<file path="config.mk">
export PLATFORM = sky130hd
export DESIGN_NAME = dmem_arbiter
export DESIGN_NICKNAME = d
export VERILOG_FILES = /design/src/rtl/dmem_arbiter.sv
export SDC_FILE = /design/constraint.sdc
export NUM_CORES = 1
export LEC_CHECK = 0
export CORE_AREA = 2 2 117 119
export CTS_CLUSTER_SIZE = 16
export DETAILED_ROUTE_END_ITERATION = 12
export DIE_AREA = 0 0 119 121
export DONT_BUFFER_PORTS = 1
export HOLD_SLACK_MARGIN = 0.02
export PLACE_DENSITY = 0.73
export RECOVER_POWER = 25
export SLEW_MARGIN = 20
export SYNTH_ARGS = -nofsm -noshare
export SYNTH_HDL_FRONTEND = slang
export SYNTH_SLANG_ARGS = --single-unit
</file>
<file path="constraint.sdc">
create_clock -name clk -period 8.4 [get_ports clk]
set_clock_uncertainty 0.1 [all_clocks]
set_input_delay 1.26 -clock clk [delete_from_list [all_inputs] [get_ports clk]]
set_output_delay 1.26 -clock clk [all_outputs]
set_load 0.01 [all_outputs]
</file>
<file path="src/rtl/dmem_arbiter.sv">
`timescale 1ns/1ps
// Shares the single-port data RAM between the DLX data port (m0) and a second bus master (m1).
// Latency: read 3 cycles request-to-rvalid (timeout gives DEADBEEF+err at 2+TIMEOUT); write 2 cycles per access.
// Backpressure: requests are held until a one-cycle gnt; only one access is outstanding at a time.
module dmem_arbiter #(
    parameter int TIMEOUT     = 15,
    parameter int M0_PRIORITY = 0
) (
    input  logic        clk,
    input  logic        reset,
    input  logic        m0_req,
    input  logic        m0_we,
    input  logic [31:0] m0_addr,
    input  logic [31:0] m0_wdata,
    output logic        m0_gnt,
    output logic [31:0] m0_rdata,
    output logic        m0_rvalid,
    output logic        m0_err,
    input  logic        m1_req,
    input  logic        m1_we,
    input  logic [31:0] m1_addr,
    input  logic [31:0] m1_wdata,
    output logic        m1_gnt,
    output logic [31:0] m1_rdata,
    output logic        m1_rvalid,
    output logic        m1_err,
    output logic [31:0] ram_addr,
    output logic        ram_we,
    output logic [31:0] ram_wdata,
    input  logic [31:0] ram_rdata,
    input  logic        ram_rdata_valid
);

    typedef enum logic [1:0] {
        IDLE  = 2'd0,
        ISSUE = 2'd1,
        WAIT  = 2'd2
    } state_t;

    localparam logic [7:0]  TMO_LAST  = 8'(TIMEOUT - 1);
    localparam logic [31:0] TMO_RDATA = 32'hDEAD_BEEF;

    state_t     state, state_nxt;
    logic       owner;
    logic       last;
    logic [7:0] cnt;

    logic       win;
    logic       take;
    logic       cnt_clr;
    logic       cnt_inc;
    logic       rd_ok;
    logic       rd_tmo;

    always_ff @(posedge clk or posedge reset) begin
        if (reset) begin
            state <= IDLE;
        end else begin
            state <= state_nxt;
        end
    end

    always_comb begin
        state_nxt = state;
        win       = 1'b0;
        take      = 1'b0;
        cnt_clr   = 1'b0;
        cnt_inc   = 1'b0;
        rd_ok     = 1'b0;
        rd_tmo    = 1'b0;
        case (state)
            IDLE: begin
                // On a tie, round-robin favours whichever master was not served last
                if (m0_req && m1_req) begin
                    win = (M0_PRIORITY != 0) ? 1'b0 : ~last;
                end else begin
                    win = m1_req;
                end
                if (m0_req || m1_req) begin
                    take      = 1'b1;
                    state_nxt = ISSUE;
                end
            end
            ISSUE: begin
                if (ram_we) begin
                    state_nxt = IDLE;
                end else begin
                    cnt_clr   = 1'b1;
                    state_nxt = WAIT;
                end
            end
            WAIT: begin
                if (ram_rdata_valid) begin
                    rd_ok     = 1'b1;
                    state_nxt = IDLE;
                end else begin
                    cnt_inc = 1'b1;
                    if (cnt == TMO_LAST) begin
                        rd_tmo    = 1'b1;
                        state_nxt = IDLE;
                    end
                end
            end
            default: begin
                state_nxt = IDLE;
            end
        endcase
    end

    always_ff @(posedge clk or posedge reset) begin
        if (reset) begin
            owner     <= 1'b0;
            last      <= 1'b1;
            cnt       <= 8'd0;
            ram_addr  <= 32'd0;
            ram_wdata <= 32'd0;
            ram_we    <= 1'b0;
            m0_rdata  <= 32'd0;
            m1_rdata  <= 32'd0;
            m0_rvalid <= 1'b0;
            m1_rvalid <= 1'b0;
            m0_err    <= 1'b0;
            m1_err    <= 1'b0;
        end else begin
            m0_rvalid <= 1'b0;
            m1_rvalid <= 1'b0;
            m0_err    <= 1'b0;
            m1_err    <= 1'b0;

            // ram_we is only ever high for the single ISSUE cycle that follows a take
            if (take) begin
                ram_addr  <= win ? m1_addr  : m0_addr;
                ram_wdata <= win ? m1_wdata : m0_wdata;
                ram_we    <= win ? m1_we    : m0_we;
                owner     <= win;
                last      <= win;
            end else begin
                ram_we <= 1'b0;
            end

            if (cnt_clr) begin
                cnt <= 8'd0;
            end else if (cnt_inc) begin
                cnt <= cnt + 8'd1;
            end

            if (rd_ok || rd_tmo) begin
                if (owner) begin
                    m1_rdata  <= rd_ok ? ram_rdata : TMO_RDATA;
                    m1_rvalid <= 1'b1;
                    m1_err    <= rd_tmo;
                end else begin
                    m0_rdata  <= rd_ok ? ram_rdata : TMO_RDATA;
                    m0_rvalid <= 1'b1;
                    m0_err    <= rd_tmo;
                end
            end
        end
    end

    assign m0_gnt = (state == ISSUE) && !owner;
    assign m1_gnt = (state == ISSUE) &&  owner;

endmodule

</file>
==> results by group <==
Clocking
  – Worst-path clk slew: 0.06 ns
  – Post-CTS sizing: 0
  – Clock Tree Root: clkbuf_16
  – Num CTS Buffers: 17
  – CTS tree: yes
  – # hold bufs at CTS: 0
  – CTS H-tree lvls: 4
  – Clock tree buffer depth: 2
  – Post-CTS Repair Setup Buffers: 0
  – Clock sinks: 145
  – Clk Latency, worst-skew pair: 0.42 ns

Floorplanning
  – Site row count: 42
  – Die ar.: 14400 um2
  – Initial Util: 55.11%
  – Core area: 13090 um2
  – Chip Height: 121 um
  – Die Wd: 119 um
  – Num ports: 302

Synthesis
  – Cell Area, Synth: 7211 um2
  – Post-synth EDFFs: 0
  – Yosys top cell area share: 49.97%
  – Largest area contributor in the netlist: dfrtp_1
  – Synth Net Count: 821
  – Post-synth top flop: dfrtp_1
  – Synthesis Warnings: 0
  – Gate count after technology mapping: 652
  – Synth cell types: 43
  – Part of the Yosys area used for sequential elements: 50.34%
  – Ys async rst share: 100.0%
  – Syn avg cell area: 11.06 um2
  – Top cells by area, synth: dfrtp_1 (50%), a221o_1 (8.9%), and4_1 (7.8%)
  – Register bit total from synthesis: 145

Critical path
  – Setup Crit Path Kind: input pin to register
  – CP Data Required Time: 8.49 ns
  – Critical Path Fanout Max: 38
  – Crit path DAT: 4.43 ns
  – Crit path launch type: input pin
  – Setup crit end kind: register

STA
  – Final period util: 51.70%
  – Peak Freq: 230.3 MHz
  – Pins over their slew limit: 98
  – Final setup violation count: 0
  – Tightest Pin Transition: 2.607 ns
  – Minimum clock period: 4.343 ns
  – RSZ-0062 raised after global routing: false
  – Setup TNS: 0 ns
  – Fin worst setup slack: 4.057 ns
  – Fin. Hold Viols: 0
  – Relative slew slack: -73.78%

Status
  – Failing checks: capacitance limit, slew limit
  – Status: finished, violations left

Power
  – Leak: 3.064 nW
  – Max VDD drop: 0.1499 mV
  – Power Density: 407.2 nW/um2

Place
  – I/O Buffers: 0
  – HPWL Detailed: 12.86 mm
  – Pre-CTS setup slack: 5.424 ns
  – Final GP Congestion: 0.8418

Final layout
  – Area grow syn2layout: 8.988%
  – Layout cell share with drive strength beyond 1: 14.49%
  – Final Net Count: 777
  – Post-Route Utilization: 60.06%
  – Most common cell after layout, fill and taps aside: dfrtp_1
  – Most frequent cells in the layout: dfrtp_1 (144), nor3b_1 (68), and4_1 (64), a221o_1 (64), inv_1 (54)

Global routing
  – Largest net degree at the start of global routing: 89
  – Vias in the first global route: 5598
  – Total congestion overflow: 0
  – Gr usage total: 27.49%
  – Initial antenna violation count: 5
  – First-pass GRT wire length: 31.13 mm

Routing
  – Drt pass-1 iters: 5
  – DR vias: 5537
  – Total Routed Length: 19.95 mm
  – Via density: 6.921
  – Drt wl/cell: 24.94 um
  – DRT iter0 DRCs: 475
  – DRC: 0
  – Routed Antenna Nets: 0

Hold path
  – Hold Crit Class: register to register

Job
  – Number of max-cap violations: 2
-- synthesized netlist by cell type, drive strengths merged, types with 7 or more instances --
cell type / count
buf: 14
and4: 64
dfrtp: 144
clkbuf: 60
a22o: 16
a21oi: 49
a221o: 64
nor3b: 69
a21o: 16
nor2: 7
o22ai: 48
inv: 55
-- path summary, 6_finish.rpt --
path / startpoint / to / slack [ns] / cells past startpoint
hold reg to reg: last / last / 0.39 / 2
max in group asynchronous: reset / m0_rdata[17] / 5.22 / 2
setup / recovery: ram_rdata_valid / m1_rdata[7] / 4.06 / 3
hold / removal: last / last / 0.39 / 2
setup reg to reg: cnt[0] / m1_rdata[7] / 4.08 / 6
min in group asynchronous: reset / ram_wdata[31] / 1.32 / 1
-- critical path: stages --
cell      delay [ns]
o21ba_1         0.95
clkbuf_1        1.93
a21oi_1         0.27
-- routing by layer --
metal	up-vias	track usage (%)	part of all wire (%)	wire [um]
met4	4	12.05	3.0	593
met1	2755	32.94	37	7478
li1	2425	-	-	-
met2	309	43.79	49	9793
met5	-	0	0.14	27
met3	44	11.18	10	2057
-- sequential cells by signal, indices dropped and copies added, names as in the netlist, 2 cells and up --
| name | flops |
|---|---|
| m0_rdata | 32 |
| state | 2 |
| cnt | 8 |
| m1_rdata | 32 |
| ram_addr | 32 |
| ram_wdata | 32 |
-- kinds of logic (layout without fill, tap and decap cells) --
| family | count (synthesis) | after routing | share of synthesized area, % |
|---|---|---|---|
| other | 0 | 3 | 0 |
| DFF | 145 | 145 | 50.34 |
| and+or+nand+nor | 166 | 166 | 18.03 |
| AOI/OAI and AO/OA | 206 | 206 | 23.39 |
| adders and majority gates | 2 | 2 | 0.3470 |
| buffers and inverters | 129 | 98 | 7.357 |
| xor gates and xnor gates | 2 | 2 | 0.2430 |
| muxes | 2 | 2 | 0.2950 |
-- area by class of cell --
type / count / area, um2
Antenna cell: 3 / 7.507
Clock buffer: 19 / 442.9
Clock inverter: 13 / 185.2
Fill cell: 1027 / 5226
Inverter: 55 / 207.7
Multi-Input combinational cell: 378 / 3075
Sequential cell: 145 / 3630
Tap cell: 176 / 220.2
Timing Repair Buffer: 11 / 90.09
-- through the flow --
step           hold slack (ns)  instance area [um2]  total power [W]  instances
6_report                0.3926                 7859         0.003200        800
5_1_grt                 0.4497                 7859         0.003370        800
3_5_place_dp            0.3800                 7217         0.002399        763
2_1_floorplan           0.3594                 7211         0.002136        652
3_3_place_gp            0.3755                 7217         0.002338        763
4_1_cts                 0.3992                 7845         0.003213        795
-- report_power, final --
group          internal, W  switching (W)  leakage, nW
clock             0.000505       0.000300        0.292
sequential        0.000989       0.000430         1.79
combinational     0.000444       0.000532        0.980
total              0.00194        0.00126         3.06
No activity file was read; power rests on OpenSTA's default activity.
